**config.mk**
```make
export PLATFORM = sky130hd
export DESIGN_NAME = tag_control
export DESIGN_NICKNAME = d
export VERILOG_FILES = /design/src/rtl/tag_control.sv
export SDC_FILE = /design/constraint.sdc
export NUM_CORES = 2
export LEC_CHECK = 0
export BUFFER_PORTS_ARGS = -buffer_cell sky130_fd_sc_hd__buf_2
export CORE_UTILIZATION = 45
export CTS_CLUSTER_DIAMETER = 120
export CTS_CLUSTER_SIZE = 14
export DETAILED_ROUTE_END_ITERATION = 7
export GPL_TIMING_DRIVEN = 0
export MAX_ROUTING_LAYER = met4
export PLACE_DENSITY_LB_ADDON = 0.05
export SETUP_SLACK_MARGIN = 0.15
export SLEW_MARGIN = 20
export SYNTH_ARGS = -nofsm -noshare
export SYNTH_HDL_FRONTEND = slang
export SYNTH_SLANG_ARGS = --single-unit
```
**constraint.sdc**
```tcl
create_clock -name clock -period 9 [get_ports clock]
set_input_delay 0.9 -clock clock [delete_from_list [all_inputs] [get_ports clock]]
set_output_delay 0.9 -clock clock [all_outputs]
set_load 0.05 [all_outputs]
```
**src/rtl/tag_control.sv**
```systemverilog
// ---------------------------------------------------------------------------
// tag_control_pkg
//   Shared types for the command-tag path: PSL response codes, the command
//   metadata carried with every tag, and the restored line handed to the
//   response consumers.
// ---------------------------------------------------------------------------
package tag_control_pkg;

    typedef enum logic [7:0] {
        DONE    = 8'h00,
        AERROR  = 8'h01,
        DERROR  = 8'h03,
        NLOCK   = 8'h04,
        NRES    = 8'h05,
        FLUSHED = 8'h06,
        FAULT   = 8'h07,
        FAILED  = 8'h08,
        PAGED   = 8'h0A,
        CONTEXT = 8'h0B
    } psl_response_t;

    typedef struct packed {
        logic [7:0]  tag;
        logic [12:0] command;
        logic [63:0] address;
        logic [11:0] size;
        logic [7:0]  cu_id;
    } CommandTagLine;

    typedef struct packed {
        logic          valid;
        CommandTagLine cmd;
        logic [8:0]    response_credits;
        psl_response_t response;
    } ResponseBufferLine;

endpackage

// ---------------------------------------------------------------------------
// tag_control
//   Hands out PSL tags from a circular free pool, remembers the command
//   metadata per tag, and on the matching PSL response restores that metadata
//   into a ResponseBufferLine and returns the tag to the pool.
//
// Ports
//   clock            rising-edge clock
//   reset            synchronous, active-high reset
//   cmd_in_valid     command wants a tag
//   cmd_in           command metadata (tag field ignored)
//   cmd_ready        a tag is available and the pool is initialised
//   cmd_out_valid    one-cycle strobe, tagged command on cmd_out
//   cmd_out          cmd_in with the allocated tag
//   rsp_valid        PSL response valid
//   rsp_tag          PSL response tag
//   rsp_code         PSL response code
//   rsp_credits      PSL response credits
//   response_out     restored command + credits + code, valid for one cycle
//   tags_outstanding allocated, unreleased tags
//   init_done        pool filled, normal operation
//   tag_error        sticky: a response arrived for a tag not outstanding
// ---------------------------------------------------------------------------
module tag_control
    import tag_control_pkg::*;
#(
    parameter int TAG_COUNT = 32,
    parameter int TAG_BITS  = $clog2(TAG_COUNT)
) (
    input  logic              clock,
    input  logic              reset,
    input  logic              cmd_in_valid,
    input  CommandTagLine     cmd_in,
    output logic              cmd_ready,
    output logic              cmd_out_valid,
    output CommandTagLine     cmd_out,
    input  logic              rsp_valid,
    input  logic [7:0]        rsp_tag,
    input  psl_response_t     rsp_code,
    input  logic [8:0]        rsp_credits,
    output ResponseBufferLine response_out,
    output logic [8:0]        tags_outstanding,
    output logic              init_done,
    output logic              tag_error
);

    localparam int CNT_W = TAG_BITS + 1;
    localparam logic [CNT_W-1:0] LAST_INIT = CNT_W'(TAG_COUNT - 1);

    typedef enum logic [1:0] {
        TAG_BUFFER_RESET,
        TAG_BUFFER_INIT,
        TAG_BUFFER_POP,
        TAG_BUFFER_READY
    } tag_buffer_state_t;

    tag_buffer_state_t tag_buffer_state;
    tag_buffer_state_t next_state;

    logic [TAG_BITS-1:0] fifo [TAG_COUNT];
    CommandTagLine       tag_table [TAG_COUNT];
    logic [TAG_COUNT-1:0] outstanding;

    logic [TAG_BITS-1:0] head;
    logic [TAG_BITS-1:0] tail;
    logic [CNT_W-1:0]    free_count;

    logic                in_ready;
    logic                in_init;
    logic                clearing;
    logic                alloc;
    logic                rsp_release;
    logic                rsp_in_range;
    logic [TAG_BITS-1:0] alloc_idx;
    logic [TAG_BITS-1:0] rsp_idx;
    CommandTagLine       cmd_tagged;

    // -----------------------------------------------------------------------
    // Allocation / release decode
    // -----------------------------------------------------------------------
    // NOTE: every signal driven here gets a default before any condition, so
    // no path leaves a value unassigned and no latch is inferred.
    always_comb begin
        in_ready     = (tag_buffer_state == TAG_BUFFER_READY);
        in_init      = (tag_buffer_state == TAG_BUFFER_INIT);
        clearing     = reset || (tag_buffer_state == TAG_BUFFER_RESET);

        cmd_ready    = in_ready && (free_count != '0);
        alloc        = cmd_in_valid && cmd_ready;
        alloc_idx    = fifo[head];

        cmd_tagged   = cmd_in;
        cmd_tagged.tag = '0;
        cmd_tagged.tag[TAG_BITS-1:0] = alloc_idx;

        // Tags beyond the pool are rejected before the bitmap is consulted;
        // the low bits alone would alias onto a live tag.
        rsp_idx      = rsp_tag[TAG_BITS-1:0];
        rsp_in_range = ({1'b0, rsp_tag} < 9'(TAG_COUNT));
        rsp_release  = rsp_valid && in_ready && rsp_in_range && outstanding[rsp_idx];

        init_done        = in_ready;
        tags_outstanding = in_ready ? (9'(TAG_COUNT) - 9'(free_count)) : '0;
    end

    // -----------------------------------------------------------------------
    // State machine
    // -----------------------------------------------------------------------
    // NOTE: registers update with non-blocking assignments so every flop
    // samples pre-edge values regardless of statement order.
    always_ff @(posedge clock) begin
        if (reset) begin
            tag_buffer_state <= TAG_BUFFER_RESET;
        end else begin
            tag_buffer_state <= next_state;
        end
    end

    always_comb begin
        next_state = TAG_BUFFER_RESET;
        case (tag_buffer_state)
            TAG_BUFFER_RESET: next_state = TAG_BUFFER_INIT;
            // The last init write lands on the same edge as the move to READY.
            TAG_BUFFER_INIT:  next_state = (free_count == LAST_INIT) ? TAG_BUFFER_READY
                                                                      : TAG_BUFFER_INIT;
            TAG_BUFFER_READY: next_state = TAG_BUFFER_READY;
            default:          next_state = TAG_BUFFER_RESET;
        endcase
    end

    // -----------------------------------------------------------------------
    // Pool pointers, free count, outstanding bitmap, error flag
    // -----------------------------------------------------------------------
    always_ff @(posedge clock) begin
        if (clearing) begin
            head        <= '0;
            tail        <= '0;
            free_count  <= '0;
            outstanding <= '0;
            tag_error   <= 1'b0;
        end else if (in_init) begin
            // tail doubles as the init write index; it wraps back to 0 on the
            // final write, leaving the pool full with head == tail.
            tail       <= tail + TAG_BITS'(1);
            free_count <= free_count + CNT_W'(1);
            if (rsp_valid) begin
                tag_error <= 1'b1;
            end
        end else begin
            if (alloc) begin
                head                   <= head + TAG_BITS'(1);
                outstanding[alloc_idx] <= 1'b1;
            end
            if (rsp_release) begin
                tail                 <= tail + TAG_BITS'(1);
                outstanding[rsp_idx] <= 1'b0;
            end
            case ({alloc, rsp_release})
                2'b10:   free_count <= free_count - CNT_W'(1);
                2'b01:   free_count <= free_count + CNT_W'(1);
                default: free_count <= free_count;
            endcase
            if (rsp_valid && !rsp_release) begin
                tag_error <= 1'b1;
            end
        end
    end

    // -----------------------------------------------------------------------
    // Free-pool FIFO and tag table storage
    // -----------------------------------------------------------------------
    // NOTE: the storage arrays carry no reset; INIT rewrites every pool entry
    // and a table entry is only read after its tag has been allocated.
    always_ff @(posedge clock) begin
        if (in_init) begin
            fifo[tail] <= tail;
        end else if (rsp_release) begin
            fifo[tail] <= rsp_idx;
        end
        if (alloc) begin
            tag_table[alloc_idx] <= cmd_tagged;
        end
    end

    // -----------------------------------------------------------------------
    // Registered outputs
    // -----------------------------------------------------------------------
    always_ff @(posedge clock) begin
        if (clearing) begin
            cmd_out_valid <= 1'b0;
            cmd_out       <= '0;
            response_out  <= '0;
        end else begin
            cmd_out_valid      <= alloc;
            response_out.valid <= rsp_release;
            if (alloc) begin
                cmd_out <= cmd_tagged;
            end
            if (rsp_release) begin
                response_out.cmd              <= tag_table[rsp_idx];
                response_out.response_credits <= rsp_credits;
                response_out.response         <= rsp_code;
            end
        end
    end

endmodule
```
==> flow_summary.toml <==
[status]
status = "complete, but fails checks"
violations = "DRC"

[floorplan]
die_w_um = 556
core_area_mm2 = 0.306
start_util_pct = 45.2
ios = 375
chipHeight_um = 556
fp-row-count = 203
die_area_mm2 = 0.309

[place]
numPortBuffers = 358
pre_cts_ws_ns = 3.63
place.gp.congestion = 0.827
dpl_cell_area_mm2 = 0.153
dp_hpwl_um = 321000
numPlacedInstances = 11100

[power]
clockPowerShare_pct = 38.1
combPwrFrac_pct = 4.6
vdd_ir_drop_max_mv = 0.139
power_mw = 32.7
switchingPower_mw = 7.17
leakagePower_nw = 50.7
p_int_mw = 25.6
swShare_pct = 21.9
powerDensity_mw_per_mm2 = 203
p_seq_share_pct = 57.3

[critical_path]
path_cells = "clkbuf_1 > nor3b_1 > a22o_1 > nor2_1 > and3_1 > buf_4 > inv_2 > nand3_1 > nor2_4 > buf_12 > buf_12 > buf_12 > buf_12"
crit_path_start_kind = "register"
crit_required_ns = 9.60
critPathMostFrequentCell = "buf_12"
critPathBufInv = 7
crit_path_end_kind = "register"
path_class = "reg -> reg"
slowest_delay_ns = 0.80
crit_fanout = 37
worst-path-stages = 13
worstPathArrival_ns = 6.11
ff2ff_path_depth = 13
cp_top_family = "buffers and inverters"
cpMaxStageDelayCell = "nor2_4"

[timing]
drv_slew = 0
rsz0062_at_grt = "no"
period_share_pct = 61.2
hold_ws_ns = 0.189
hold_violations = 0
slew_headroom_pct = 19.7
setup_viol = 0
setup_slack_ns = 3.49
clock_skew_ns = 0.0509
max_slew.worst_pin.slew_ns = 1.20
fmax_ghz = 0.182
tns_ns = 0
min_period_ns = 5.51

[synthesis]
syn_avg_cell_area_um2 = 21.8
ys_ff_latch = 3703
yosysWarnings = 0
synthCells = 6334
synth_ff_type = "edfxtp_1"
synthDistinctLibCells = 73
ys_seq_area_share_pct = 78.4
async_flop_share_pct = 0
synth_area_mm2 = 0.138
synth_edf_count = 3424

[drt]
viasPerCell = 6.40
top_layer_used = "met4"
drt_iter0_drc = 10900
drtPass1Iterations = 8
met3_length_um = 42300
routed_wl_um = 465000
drc = 6
vias = 74400
wl_per_cell_um = 40.0
wl_met2_um = 216000
ant_nets = 0
met1_length_um = 195000

[clocking]
cts_max_level = 5
cts_root_buf = "clkbuf_16"
cts_hold_buf = 0
clkLatencyLatePin_ns = 0.95
clock_sinks = 3703
clock_path_buffers = 4
cts_setup_buffers = 0
ctsResizeCount = 0
tritoncts = "yes"
path_clk_slew_ns = 0.07
cts_inserted_buffers = 302

[global_routing]
antenna_found_initial = 38
grt_max_degree = 41
grt_pass1_wl_um = 627000
grtUsageTotal_pct = 30.9
grt_remaining_overflow = 0
grt_pass1_vias = 71700

[finish]
final_core_util_pct = 52.8
regArea_mm2 = 0.108
drive_gt1_share_pct = 28.4
fin_cells = 11600
multi_input_area_mm2 = 0.0284
area_growth_pct = 16.8
stdcell_area_mm2 = 0.162
layout.nets = 7461
fillers = 24000

[worst_hold_path]
min_from = "reset"
whs_path_depth = 2
worstHoldPathType = "in -> reg"

[run]
cap_violations = 0
[synthesized netlist by cell type, types with 11 or more instances]
library cell / instances / area share [%]
mux4_1: 15 / 0.29
a22o_1: 214 / 1.4
a31oi_1: 12 / 0.054
mux4_2: 830 / 14
nor2_1: 214 / 0.58
edfxtp_1: 3424 / 74
nand2_1: 269 / 0.73
a311oi_1: 102 / 0.65
inv_1: 11 / 0.030
a211oi_1: 19 / 0.10
a21oi_1: 129 / 0.47
a221oi_1: 204 / 1.3
and3_1: 13 / 0.059
buf_2: 104 / 0.38
nand3_1: 19 / 0.069
buf_4: 13 / 0.071
buf_1: 19 / 0.052
clkbuf_1: 253 / 0.69
o221a_2: 15 / 0.12
dfxtp_1: 279 / 4.0
mux2i_1: 38 / 0.28
[per-layer routing]
layer	vias up	GRT usage, %
li1	28800	-
met1	41200	44.5
met3	535	5.20
met2	3881	46.4
met4	0	7.39
met5	-	-
[registers in the layout, indices dropped and copies added (netlist names), named ones only]
| signal | flops |
|---|---|
| response_out | 120 |
| tag_buffer_state | 2 |
| head | 5 |
| outstanding | 32 |
| tag_table | 3264 |
| tail | 5 |
| free_count | 6 |
| tag_error | 1 |
| cmd_out_valid | 1 |
| cmd_out | 102 |
| fifo | 160 |
[worst paths after layout]
kind | endpoint | slack [ns]
setup / recovery | tag_table[16][28]$_DFFE_PP_ | 3.49
hold / removal | tag_buffer_state[1]$_SDFF_PP0_ | 0.19
setup reg to reg | tag_table[16][28]$_DFFE_PP_ | 3.49
hold reg to reg | cmd_out[85]$_SDFFE_PP0N_ | 0.45
[cells by family (layout without fill, tap and decap cells)]
group	count (synthesis)	in the layout	share of synthesized area, %
fa+ha+maj	8	8	0.0724
mux	886	886	14.1
compound gates	745	745	4.34
xor+xnor	10	10	0.0633
simple gates	573	573	1.74
buf+inv	408	1567	1.27
other cells	1	41	0.00271
flops	3703	3703	78.4
[cells in the final DEF (no fill, tap or decap), types with 195 or more instances in the layout]
| cell type | n |
|---|---|
| a22o_1 | 214 |
| clkbuf_1 | 314 |
| a221oi_1 | 204 |
| nand2_1 | 266 |
| mux4_2 | 830 |
| clkbuf_16 | 303 |
| edfxtp_1 | 3424 |
| buf_2 | 467 |
| dfxtp_1 | 279 |
| buf_12 | 195 |
[power by group through the flow]
stage | sequential, mW | combinational, mW | clock, mW
2_1_floorplan | 19.1 | 0.692 | 0
4_1_cts | 18.8 | 1.50 | 12.7
3_3_place_gp | 19.1 | 1.41 | 0
6_report | 18.8 | 1.50 | 12.5
3_5_place_dp | 19.1 | 1.50 | 0
5_1_grt | 18.7 | 1.56 | 13.2
[area by class of cell]
cell class	instances	area share, %
antenna	35	0.0542
tap	4100	3.18
sequential	3703	67.1
buffer	393	1.14
inverter	15	0.0364
clock buffer	457	5.05
timing repair buffer	676	5.59
clock inverter	26	0.257
multi-input combinational	2228	17.6
[worst reg2reg max path, stage by stage (launching register included)]
cell	delay (ns)
dfxtp_1	0.37
clkbuf_1	0.50
nor3b_1	0.49
a22o_1	0.25
nor2_1	0.10
and3_1	0.25
buf_4	0.21
inv_2	0.63
nand3_1	0.59
nor2_4	0.80
buf_12	0.29
buf_12	0.24
buf_12	0.22
buf_12	0.21
Note: power is estimated with default switching activity, not from simulation.
